<file path="src/rtl/hcsr04_pkg.sv">
`default_nettype none
// ============================================================================
// Module      : hcsr04_pkg
// Description : Shared definitions for the HC-SR04 range filter: FSM state
//               encoding, default tof width and 50 MHz scale constants, and a
//               small elaboration-time helper.
// Revision    : 1.0 - initial release
// ============================================================================
package hcsr04_pkg;

    // Filter control states
    typedef enum logic [1:0] {
        ST_IDLE = 2'd0,
        ST_MUL  = 2'd1,
        ST_ACC  = 2'd2,
        ST_OUT  = 2'd3
    } state_t;

    // Echo counter width of the upstream driver
    localparam int DEF_TOF_W       = 16;
    // 0.00343 mm per 20 ns cycle, expressed as 225 / 2^16
    localparam int DEF_SCALE_K     = 225;
    localparam int DEF_SCALE_SHIFT = 16;

    // Larger of two integers, for sizing localparams
    function automatic int max_int(input int a, input int b);
        return (a > b) ? a : b;
    endfunction

endpackage : hcsr04_pkg
`default_nettype wire

</file>
<file path="src/rtl/hcsr04_seq_mult.sv">
`default_nettype none
// ============================================================================
// Module      : hcsr04_seq_mult
// Description : Unsigned shift-add multiplier, one partial product per cycle.
//               The first partial product is folded into the start cycle so
//               done pulses A_W cycles after start (product valid with done).
// Revision    : 1.0 - initial release
// ============================================================================
module hcsr04_seq_mult #(
    parameter int A_W = 16,
    parameter int B_W = 8
) (
    input  logic               clk,
    input  logic               rst,
    input  logic               start,
    input  logic [A_W-1:0]     a,
    input  logic [B_W-1:0]     b,
    output logic               busy,
    output logic               done,
    output logic [A_W+B_W-1:0] product
);

    localparam int P_W   = A_W + B_W;
    localparam int CNT_W = $clog2(A_W + 1);

    logic [P_W-1:0]   r_prod;
    logic [P_W-1:0]   r_mcand;
    logic [A_W-1:0]   r_mplier;
    logic [CNT_W-1:0] r_cnt;
    logic             r_busy;
    logic             r_done;

    // Load operands with the first partial product, then add one shifted multiplicand per cycle
    always_ff @(posedge clk or posedge rst) begin
        if (rst) begin
            r_prod   <= '0;
            r_mcand  <= '0;
            r_mplier <= '0;
            r_cnt    <= '0;
            r_busy   <= 1'b0;
            r_done   <= 1'b0;
        end else begin
            r_done <= 1'b0;
            if (start) begin
                r_prod   <= a[0] ? P_W'(b) : '0;
                r_mcand  <= P_W'(b) << 1;
                r_mplier <= a >> 1;
                r_cnt    <= CNT_W'(A_W - 1);
                r_busy   <= (A_W > 1);
                r_done   <= (A_W == 1);
            end else if (r_busy) begin
                if (r_mplier[0]) begin
                    r_prod <= r_prod + r_mcand;
                end
                r_mcand  <= r_mcand << 1;
                r_mplier <= r_mplier >> 1;
                r_cnt    <= r_cnt - 1'b1;
                if (r_cnt == CNT_W'(1)) begin
                    r_busy <= 1'b0;
                    r_done <= 1'b1;
                end
            end
        end
    end

    assign busy    = r_busy;
    assign done    = r_done;
    assign product = r_prod;

endmodule : hcsr04_seq_mult
`default_nettype wire

</file>
<file path="src/rtl/hcsr04_range_filter.sv">
`default_nettype none
// ============================================================================
// Module      : hcsr04_range_filter
// Description : Converts HC-SR04 echo counts to millimetres with a sequential
//               multiplier and reports a moving average over 2^AVG_LOG2 shots,
//               plus sensor-fault and sticky overrun status.
//               Optional proximity alarm: define HCSR04_PROX_ALARM_EN.
// Revision    : 1.0 - initial release
// ============================================================================
module hcsr04_range_filter
    import hcsr04_pkg::*;
#(
    parameter int TOF_W        = DEF_TOF_W,
    parameter int DIST_W       = 16,
    parameter int SCALE_K      = DEF_SCALE_K,
    parameter int SCALE_SHIFT  = DEF_SCALE_SHIFT,
    parameter int AVG_LOG2     = 2,
    parameter int FAULT_COUNT  = 3,
    parameter int ALARM_ON_MM  = 30,
    parameter int ALARM_OFF_MM = 40
) (
    input  logic              clk,
    input  logic              rst,
    input  logic [TOF_W-1:0]  tof,
    input  logic              data_ready,
    input  logic              timeout_err,
    output logic [DIST_W-1:0] dist_mm,
    output logic              dist_valid,
    output logic              sensor_fault,
    output logic              overrun,
    output logic              prox_alarm
);

    localparam int K_W    = $clog2(SCALE_K + 1);
    localparam int PROD_W = TOF_W + K_W;
    localparam int WIDE_W = max_int(PROD_W, DIST_W) + 1;
    localparam int N      = 1 << AVG_LOG2;
    localparam int SUM_W  = DIST_W + AVG_LOG2;
    localparam int FILL_W = AVG_LOG2 + 1;
    localparam int PTR_W  = max_int(AVG_LOG2, 1);
    localparam int TCNT_W = $clog2(FAULT_COUNT + 1);

    localparam logic [FILL_W-1:0] FILL_FULL = FILL_W'(N);
    localparam logic [PTR_W-1:0]  PTR_LAST  = PTR_W'(N - 1);
    localparam logic [TCNT_W-1:0] TCNT_MAX  = TCNT_W'(FAULT_COUNT);
    localparam logic [K_W-1:0]    SCALE_K_V = K_W'(SCALE_K);
    localparam logic [WIDE_W-1:0] DIST_MAX  = WIDE_W'({DIST_W{1'b1}});

    state_t              r_state;
    state_t              w_next;
    logic                w_start;
    logic                w_timeout_evt;
    logic                w_acc_en;
    logic                w_out_en;
    logic                w_drop;
    logic                w_flush;

    logic                w_mult_busy;
    logic                w_mult_done;
    logic [PROD_W-1:0]   w_prod;
    logic [WIDE_W-1:0]   w_scaled;
    logic [DIST_W-1:0]   w_sample;

    logic [DIST_W-1:0]   r_buf [N];
    logic [SUM_W-1:0]    r_sum;
    logic [SUM_W-1:0]    w_evict;
    logic [FILL_W-1:0]   r_fill;
    logic [PTR_W-1:0]    r_wr;
    logic                w_full;
    logic [DIST_W-1:0]   w_avg;

    logic [TCNT_W-1:0]   r_tcnt;
    logic [TCNT_W-1:0]   w_tcnt_inc;
    logic                r_fault;
    logic                r_overrun;
    logic [DIST_W-1:0]   r_dist;
    logic                r_valid;

    hcsr04_seq_mult #(
        .A_W (TOF_W),
        .B_W (K_W)
    ) u_mult (
        .clk     (clk),
        .rst     (rst),
        .start   (w_start),
        .a       (tof),
        .b       (SCALE_K_V),
        .busy    (w_mult_busy),
        .done    (w_mult_done),
        .product (w_prod)
    );

    // Scale the product down to millimetres, clamping to the output range
    assign w_scaled = WIDE_W'(w_prod) >> SCALE_SHIFT;
    assign w_sample = (w_scaled > DIST_MAX) ? {DIST_W{1'b1}} : w_scaled[DIST_W-1:0];

    // Only a full window holds an entry that belongs in the running sum
    assign w_full  = (r_fill == FILL_FULL);
    assign w_evict = w_full ? SUM_W'(r_buf[r_wr]) : '0;
    assign w_avg   = DIST_W'(r_sum >> AVG_LOG2);

    assign w_tcnt_inc = (r_tcnt == TCNT_MAX) ? r_tcnt : r_tcnt + 1'b1;
    assign w_flush    = w_timeout_evt && (w_tcnt_inc == TCNT_MAX);
    assign w_drop     = (r_state != ST_IDLE) && (data_ready || timeout_err);

    // State register
    always_ff @(posedge clk or posedge rst) begin
        if (rst) begin
            r_state <= ST_IDLE;
        end else begin
            r_state <= w_next;
        end
    end

    // Next-state and per-state control strobes; timeouts win over new samples
    always_comb begin
        w_next        = r_state;
        w_start       = 1'b0;
        w_timeout_evt = 1'b0;
        w_acc_en      = 1'b0;
        w_out_en      = 1'b0;
        case (r_state)
            ST_IDLE: begin
                if (timeout_err) begin
                    w_timeout_evt = 1'b1;
                end else if (data_ready && !w_mult_busy) begin
                    w_start = 1'b1;
                    w_next  = ST_MUL;
                end
            end
            ST_MUL: begin
                if (w_mult_done) begin
                    w_next = ST_ACC;
                end
            end
            ST_ACC: begin
                w_acc_en = 1'b1;
                w_next   = ST_OUT;
            end
            ST_OUT: begin
                w_out_en = 1'b1;
                w_next   = ST_IDLE;
            end
            default: begin
                w_next = ST_IDLE;
            end
        endcase
    end

    // Consecutive-timeout counter and fault flag; any good sample clears both
    always_ff @(posedge clk or posedge rst) begin
        if (rst) begin
            r_tcnt  <= '0;
            r_fault <= 1'b0;
        end else if (w_timeout_evt) begin
            r_tcnt <= w_tcnt_inc;
            if (w_tcnt_inc == TCNT_MAX) begin
                r_fault <= 1'b1;
            end
        end else if (w_start) begin
            r_tcnt  <= '0;
            r_fault <= 1'b0;
        end
    end

    // Circular window and running sum; a fault flush restarts filling from slot 0
    always_ff @(posedge clk or posedge rst) begin
        if (rst) begin
            for (int i = 0; i < N; i++) begin
                r_buf[i] <= '0;
            end
            r_sum  <= '0;
            r_fill <= '0;
            r_wr   <= '0;
        end else if (w_flush) begin
            r_sum  <= '0;
            r_fill <= '0;
            r_wr   <= '0;
        end else if (w_acc_en) begin
            r_sum       <= r_sum - w_evict + SUM_W'(w_sample);
            r_buf[r_wr] <= w_sample;
            r_wr        <= (r_wr == PTR_LAST) ? '0 : r_wr + 1'b1;
            if (!w_full) begin
                r_fill <= r_fill + 1'b1;
            end
        end
    end

    // Publish the window average only once the window is full
    always_ff @(posedge clk or posedge rst) begin
        if (rst) begin
            r_dist  <= '0;
            r_valid <= 1'b0;
        end else begin
            r_valid <= 1'b0;
            if (w_out_en && w_full) begin
                r_dist  <= w_avg;
                r_valid <= 1'b1;
            end
        end
    end

    // Sticky flag for pulses that arrive while a sample is in flight
    always_ff @(posedge clk or posedge rst) begin
        if (rst) begin
            r_overrun <= 1'b0;
        end else if (w_drop) begin
            r_overrun <= 1'b1;
        end
    end

    assign dist_mm      = r_dist;
    assign dist_valid   = r_valid;
    assign sensor_fault = r_fault;
    assign overrun      = r_overrun;

`ifdef HCSR04_PROX_ALARM_EN
    localparam logic [DIST_W-1:0] ALARM_ON_V  = DIST_W'(ALARM_ON_MM);
    localparam logic [DIST_W-1:0] ALARM_OFF_V = DIST_W'(ALARM_OFF_MM);

    logic r_alarm;

    // Hysteretic alarm evaluated against each freshly published average
    always_ff @(posedge clk or posedge rst) begin
        if (rst) begin
            r_alarm <= 1'b0;
        end else if (w_out_en && w_full) begin
            if (w_avg < ALARM_ON_V) begin
                r_alarm <= 1'b1;
            end else if (w_avg >= ALARM_OFF_V) begin
                r_alarm <= 1'b0;
            end
        end
    end

    // A dead sensor cannot vouch for clearance, so treat it as an obstacle
    assign prox_alarm = r_alarm | r_fault;
`else
    // Thresholds are inert without the alarm; an inverted band elaborates nothing extra
    if (ALARM_ON_MM > ALARM_OFF_MM) begin : g_alarm_band_inverted
    end

    assign prox_alarm = 1'b0;
`endif

endmodule : hcsr04_range_filter
`default_nettype wire

</file>
<file path="config.mk">
export PLATFORM = sky130hd
export DESIGN_NAME = hcsr04_range_filter
export DESIGN_NICKNAME = d
export VERILOG_FILES = /design/src/rtl/hcsr04_pkg.sv /design/src/rtl/hcsr04_seq_mult.sv /design/src/rtl/hcsr04_range_filter.sv
export SDC_FILE = /design/constraint.sdc
export NUM_CORES = 1
export LEC_CHECK = 0
export BUFFER_PORTS_ARGS = -buffer_cell sky130_fd_sc_hd__buf_4
export CORE_MARGIN = 3
export CORE_UTILIZATION = 41
export DETAILED_ROUTE_END_ITERATION = 6
export PLACE_DENSITY = 0.66
export SYNTH_ARGS = -nofsm -noshare
export SYNTH_HDL_FRONTEND = slang
export SYNTH_SLANG_ARGS = --single-unit
</file>
<file path="constraint.sdc">
create_clock -name clk -period 13.6 [get_ports clk]
set_input_delay 2.04 -clock clk [delete_from_list [all_inputs] [get_ports clk]]
set_output_delay 2.04 -clock clk [all_outputs]
set_load 0.05 [all_outputs]
</file>
==> results of run 1 <==
[stage by stage]
stage          power (mW)  area, um2  utilization  hold WS (ns)  instances
3_5_place_dp         1.86       8760        0.446         0.465       1167
6_report             2.37       9400        0.478         0.470       1199
4_1_cts              2.39       9400        0.478         0.476       1199
3_3_place_gp         1.84       8760        0.446         0.457       1167
5_1_grt              2.60       9400        0.478         0.509       1199
2_1_floorplan        1.63       8270            -         0.445        900
[routing by layer]
layer	track usage	share of wire	wire [um]	vias up
li1	-	-	-	3149
met1	0.226	0.49	8220	2969
met2	0.259	0.46	7720	84
met3	0.0387	0.029	488	30
met4	0.0559	0.017	283	0
met5	0	0	0	-
[registers in the layout (all words and copies together) (netlist names), 2 cells and up]
register / count
r_buf: 32
u_mult.product: 23
u_mult.r_mcand: 23
r_sum: 18
dist_mm: 16
u_mult.r_mplier: 15
u_mult.r_cnt: 5
r_fill: 3
r_state: 2
r_tcnt: 2
r_wr: 2
[where the power goes]
part	internal, mW	total, mW	switching [mW]
registers	0.592	0.704	0.111
clock network	0.315	0.514	0.199
logic	0.479	1.15	0.674
total	1.39	2.37	0.985
[final timing paths]
check / to / slack (ns) / cells past startpoint
setup reg to reg: r_sum[15]$_DFFE_PP0P_ / 9.57 / 12
hold / removal: u_mult.product[23]$_DFFE_PP0P_ / 0.47 / 1
max in group asynchronous: u_mult.busy$_DFF_PP0_ / 10.49 / 3
hold reg to reg: u_mult.product[23]$_DFFE_PP0P_ / 0.47 / 1
setup / recovery: r_sum[15]$_DFFE_PP0P_ / 9.57 / 12
min in group asynchronous: r_sum[16]$_DFFE_PP0P_ / 1.73 / 2
[cells in the mapped netlist (2+ instances only)]
| cell type | instances |
|---|---|
| a211oi_1 | 6 |
| and3_2 | 2 |
| nor2b_1 | 14 |
| o21ai_1 | 8 |
| mux2i_1 | 14 |
| nand2b_1 | 8 |
| nand3b_1 | 3 |
| fa_1 | 9 |
| ha_1 | 52 |
| o21a_1 | 4 |
| a21boi_0 | 4 |
| xor2_1 | 14 |
| o221ai_1 | 2 |
| nand2_1 | 173 |
| o311ai_0 | 2 |
| and4b_1 | 2 |
| o211a_1 | 2 |
| inv_1 | 62 |
| a22oi_1 | 14 |
| or3_1 | 7 |
| and3_1 | 6 |
| o31a_1 | 2 |
| a21o_2 | 2 |
| nand3_1 | 24 |
| nor2_1 | 39 |
| a21o_1 | 18 |
| nand4b_1 | 2 |
| a31oi_1 | 3 |
| o21bai_1 | 2 |
| and4_1 | 2 |
| o21ai_0 | 104 |
| nor3_1 | 5 |
| and2_1 | 5 |
| a21oi_1 | 40 |
| o211ai_1 | 3 |
| dfrtp_1 | 146 |
| o31ai_1 | 7 |
| clkbuf_1 | 32 |
| buf_1 | 4 |
| xnor2_1 | 16 |
| nor3b_1 | 4 |
| a221o_1 | 2 |
| mux4_2 | 8 |
[cell type report]
cell class	instances	area share
multi-input cells	652	0.449
flip-flops and latches	146	0.389
clock buffers	18	0.0467
well taps	265	0.0353
repair buffers	42	0.0335
inverters	62	0.0253
clock inverters	14	0.0214
[kinds of logic after synthesis]
logic type      after synthesis  synth area share
compound gates              235             0.172
xor+xnor                     30            0.0318
fa+ha+maj                    61             0.100
buf+inv                     102            0.0479
flops                       146             0.442
mux                          23            0.0401
other cells                   1          0.000453
simple gates                302             0.165
==> summary.md, run 1 <==
| Metric | Value |
|---|---|
| Ant diodes | `0` |
| Vias in the first global route | `6,166` |
| Largest stage delay, worst path | `0.72 ns` |
| HPWL after DPL | `11,500 um` |
| Hold bufs inserted after CTS | `0` |
| Unrepaired setup endpoints after global routing | `false` |
| Die Ht | `148 um` |
| Ys async rst share | `1.00` |
| Area Growth Syn to Fin | `13.7%` |
| Post-route setup TNS | `0 ns` |
| Sequential share of the synthesized area | `0.442` |
| Via density | `5.20` |
| Pwr dens | `252 nW/um2` |
| Synth area leader | `dfrtp_1` |
| Cell family with most CP delay | `compound AO/OA/AOI/OAI gates` |
| Achievable Freq | `248 MHz` |
| Pin count of the biggest net entering global routing | `80` |
| Final Hold Fails | `0` |
| Pre-antenna DRT Iters | `4` |
| First-pass GRT wire length | `30,000 um` |
| Crit-path max FO | `13` |
| Commonest non-fill, non-tap cell in the layout | `nand2_1` |
| Final-report max-slew violation count | `0` |
| Reg area | `3650 um2` |
| Routed Antenna Nets | `0` |
| Crit Path Class | `register to register` |
| CTS Root Buffer Type | `clkbuf_16` |
| Post_cts resized | `0` |
| # rows | `51` |
| Initial antenna violation count | `0` |
| Top_reg_cell synth | `dfrtp_1` |
| Chip width | `148 um` |
| Area of the multi-input gates | `4220 um2` |
| Crit path DAT | `4.38 ns` |
| Clock Skew | `0.00954 ns` |
| Share of layout cells above drive strength 1 | `0.101` |
| Final setup margin | `9.57 ns` |
| CP Capture Type | `register` |
| #FFs+latches synth | `146` |
| Layout Nets | `1,002` |
| Clock slew at reported path FFs | `0.07 ns` |
| CP Buf/Inv Count | `1` |
| FF-to-FF Start | `r_wr[0]$_DFFE_PP0P_` |
| Least-Margin Pin Slew | `1.02 ns` |
| # DRC | `0` |
| Num CTS Buffers | `17` |
| Synth unique cells | `65` |
| Commonest non-fill, non-tap cells in the layout | `173 x nand2_1, 145 x dfrtp_1, 104 x o21ai_0` |
| Tot GR Track Use | `0.165` |
| Worst Setup SP | `r_wr[0]$_DFFE_PP0P_` |
| Peak VDD IR | `0.106 mV` |
| Wirelength per Cell | `13.9 um` |
| Io pins | `40` |
| Setup repair bufs after CTS | `0` |
| Synthesized area per cell | `9.19 um2` |
| Critical path cell sequence | `mux4_2, nor2b_1, fa_1, inv_1, ha_1, and2_1, a221oi_1, a21oi_1, o21ai_1, a21oi_1, o21a_1, o31ai_1` |
| Tmin final | `4.03 ns` |
| CP max stage cell | `dfrtp_1` |
| Startpoint Class | `register` |
| Critical Path RT | `13.95 ns` |
| Max cap viols | `0` |
| Starting Density | `0.421` |
| Setup-failing EPs final | `0` |
| IO buf count | `38` |
| Grt total ovfl | `0` |
| CTS tree | `built` |
| Synth top area share | `0.442` |
| Drt initial violations | `241` |
| Slew HR | `0.319` |
| Syn nets | `981` |
| Htree depth | `4` |
| Via count | `6,232` |
| Maximum clock path buffer count | `2` |
| Crit-path most repeated cell | `a21oi_1` |
| Placer Congestion | `0.851` |
| Tcrit/Tclk final | `0.296` |
| Final WL | `16,700 um` |
| Sink Count | `146` |
| Fillers | `1,897` |
| Core area | `19,700 um2` |
| Mapped Area | `8270 um2` |
| Synth area leaders | `dfrtp_1 44%, ha_1 7.9%, nand2_1 7.8%` |
| Cell leakage power | `4.44 nW` |
| Ys Warns | `0` |
| Min-delay src | `u_mult.product[23]$_DFFE_PP0P_` |
| Die area | `21,900 um2` |
| EDFF count, synth | `0` |
| Synthesized netlist cell count | `900` |
| Worst-Skew Late Latency | `0.44 ns` |
| Place WS | `9.58 ns` |
| Hold Crit Class | `register to register` |
| Outcome | `completed` |
No activity file was read; power rests on OpenSTA's default activity.
==> run 2: changes to the inputs <==
Clock period 13.6 ns to 3.76 ns, I/O delays scaled along.
==> summary.md, run 2 (synthesized netlist as in run 1, its figures left out) <==
| Metric | Value |
|---|---|
| Non-Filler Instances | `1,210` |
| Setup slack, reg-to-reg | `0.20 ns` |
| Clock Skew | `0.0117 ns` |
| CTS tree | `built` |
| Largest register FFs | `32` |
| Placer Congestion | `0.858` |
| First-pass GRT wire length | `29,000 um` |
| Tmin final | `3.56 ns` |
| Largest stage delay, worst path | `0.50 ns` |
| Max cap viols | `0` |
| Crit path DAT | `3.89 ns` |
| Crit Path Class | `register to register` |
| CTS Root Buffer Type | `clkbuf_16` |
| Fillers | `1,886` |
| Crit-path max FO | `5` |
| Startpoint Class | `register` |
| Pin count of the biggest net entering global routing | `147` |
| Critical Path RT | `4.09 ns` |
| Outcome | `completed` |
| Clock slew at reported path FFs | `0.06 ns` |
| Routed Antenna Nets | `0` |
| Peak VDD IR | `0.391 mV` |
| Cell leakage power | `4.47 nW` |
| Maximum clock path buffer count | `2` |
| Final WL | `16,700 um` |
| Pwr dens | `915 nW/um2` |
| Commonest non-fill, non-tap cell in the layout | `nand2_1` |
| CP max stage cell | `mux4_2` |
| Hold_ws | `0.332 ns` |
| IO buf count | `38` |
| Die area | `21,900 um2` |
| Reg-to-reg endpoint | `r_sum[15]$_DFFE_PP0P_` |
| Least-Margin Pin Slew | `1.01 ns` |
| Slew HR | `0.322` |
| Ant diodes | `0` |
| Worst-Skew Late Latency | `0.43 ns` |
| Worst Setup SP | `r_wr[0]$_DFFE_PP0P_` |
| Worst R2R Path Depth | `13` |
| Final-report max-slew violation count | `0` |
| Achievable Freq | `281 MHz` |
| Post-Place Cells | `1,177` |
| Num CTS Buffers | `17` |
| Pre-antenna DRT Iters | `7` |
| Tot GR Track Use | `0.159` |
| Drt initial violations | `308` |
| Critical path cell sequence | `mux4_2, nor2b_1, fa_1, inv_1, ha_1, and2_1, a221oi_1, a21oi_1, o21ai_1, buf_4, a21oi_1, o21a_1, o31ai_1` |
| FF-to-FF Start | `r_wr[0]$_DFFE_PP0P_` |
| Die Ht | `148 um` |
| Via count | `6,199` |
| Grt total ovfl | `0` |
| Htree depth | `4` |
| Setup-failing EPs final | `0` |
| Worst Setup EP | `r_sum[15]$_DFFE_PP0P_` |
| Via density | `5.12` |
| Chip width | `148 um` |
| Core area | `19,700 um2` |
| Initial antenna violation count | `0` |
| Wirelength per Cell | `13.8 um` |
| Io pins | `40` |
| Starting Density | `0.421` |
| Post-route setup TNS | `0 ns` |
| # rows | `51` |
| Hold Crit Class | `input port to register` |
| # DRC | `0` |
| Commonest non-fill, non-tap cells in the layout | `173 x nand2_1, 144 x dfrtp_1, 104 x o21ai_0` |
| Register with the most flip-flops | `r_buf` |
| Tcrit/Tclk final | `0.948` |
| Hold bufs inserted after CTS | `0` |
| Area Growth Syn to Fin | `14.8%` |
| Final Hold Fails | `0` |
| CP Capture Type | `register` |
| Sink Count | `146` |
| Share of layout cells above drive strength 1 | `0.111` |
| Final Util | `0.483` |
| Unrepaired setup endpoints after global routing | `true` |
| Layout Nets | `1,013` |
| Crit-path most repeated cell | `a21oi_1` |
| Vias in the first global route | `6,040` |
| HPWL after DPL | `11,500 um` |
[run 2: where the power goes]
part / internal [mW] / switching [mW] / total, mW
Sequential: 2.14 / 0.425 / 2.57
Clock: 1.15 / 0.654 / 1.80
Combinational: 1.84 / 2.48 / 4.32
Total: 5.13 / 3.56 / 8.69
[run 2: worst min path at each step]
stage | startpoint | end | slack [ns] | cells past startpoint
2_1_floorplan | r_buf[16]$_DFFE_PP0P_ | r_buf[16]$_DFFE_PP0P_ | 0.44 | 2
3_3_place_gp | r_buf[52]$_DFFE_PP0P_ | r_buf[52]$_DFFE_PP0P_ | 0.46 | 2
3_5_place_dp | u_mult.r_mplier[9]$_DFFE_PP0P_ | u_mult.r_mplier[9]$_DFFE_PP0P_ | 0.46 | 2
4_1_cts | tof[15] | u_mult.r_mplier[14]$_DFFE_PP0P_ | 0.32 | 3
5_1_grt | tof[15] | u_mult.r_mplier[14]$_DFFE_PP0P_ | 0.34 | 3
6_report | tof[15] | u_mult.r_mplier[14]$_DFFE_PP0P_ | 0.33 | 3
[run 2: layout make-up]
cell class | instances | area (um2) | area share
well taps | 265 | 332 | 0.0349
inverters | 62 | 236 | 0.0249
multi-input cells | 652 | 4230 | 0.446
clock buffers | 23 | 468 | 0.0493
repair buffers | 53 | 414 | 0.0436
clock inverters | 9 | 155 | 0.0163
flip-flops and latches | 146 | 3660 | 0.385
[run 2: through the flow]
step	power, mW	cell area, um2	setup slack (ns)
2_1_floorplan	5.89	8280	0.142
3_3_place_gp	6.77	8850	0.104
3_5_place_dp	6.86	8850	0.0362
4_1_cts	8.71	9470	0.00527
5_1_grt	9.47	9500	-0.0185
6_report	8.69	9500	0.195
[run 2: critical path, delay by kind of cell (launching register included)]
kind,cells,cell delay [ns]
flip-flops,1,0.43
adder cells (fa/ha/maj),2,0.83
AO/OA/AOI/OAI,6,1.21
AND/OR/NAND/NOR,2,0.32
multiplexers,1,0.50
buffers and inverters,2,0.19
[run 2: metal layers]
| metal | global-route usage | share of wire |
|---|---|---|
| met2 | 0.256 | 0.47 |
| met3 | 0.0381 | 0.031 |
| met5 | 0 | 0 |
| met4 | 0.0420 | 0.010 |
| met1 | 0.219 | 0.49 |
[run 2: timing repair]
item | 4_1_cts | 5_1_grt
setup buffers | 0 | 1
gates resized for setup | 0 | 5
endpoints found under the setup margin | 0 | 7
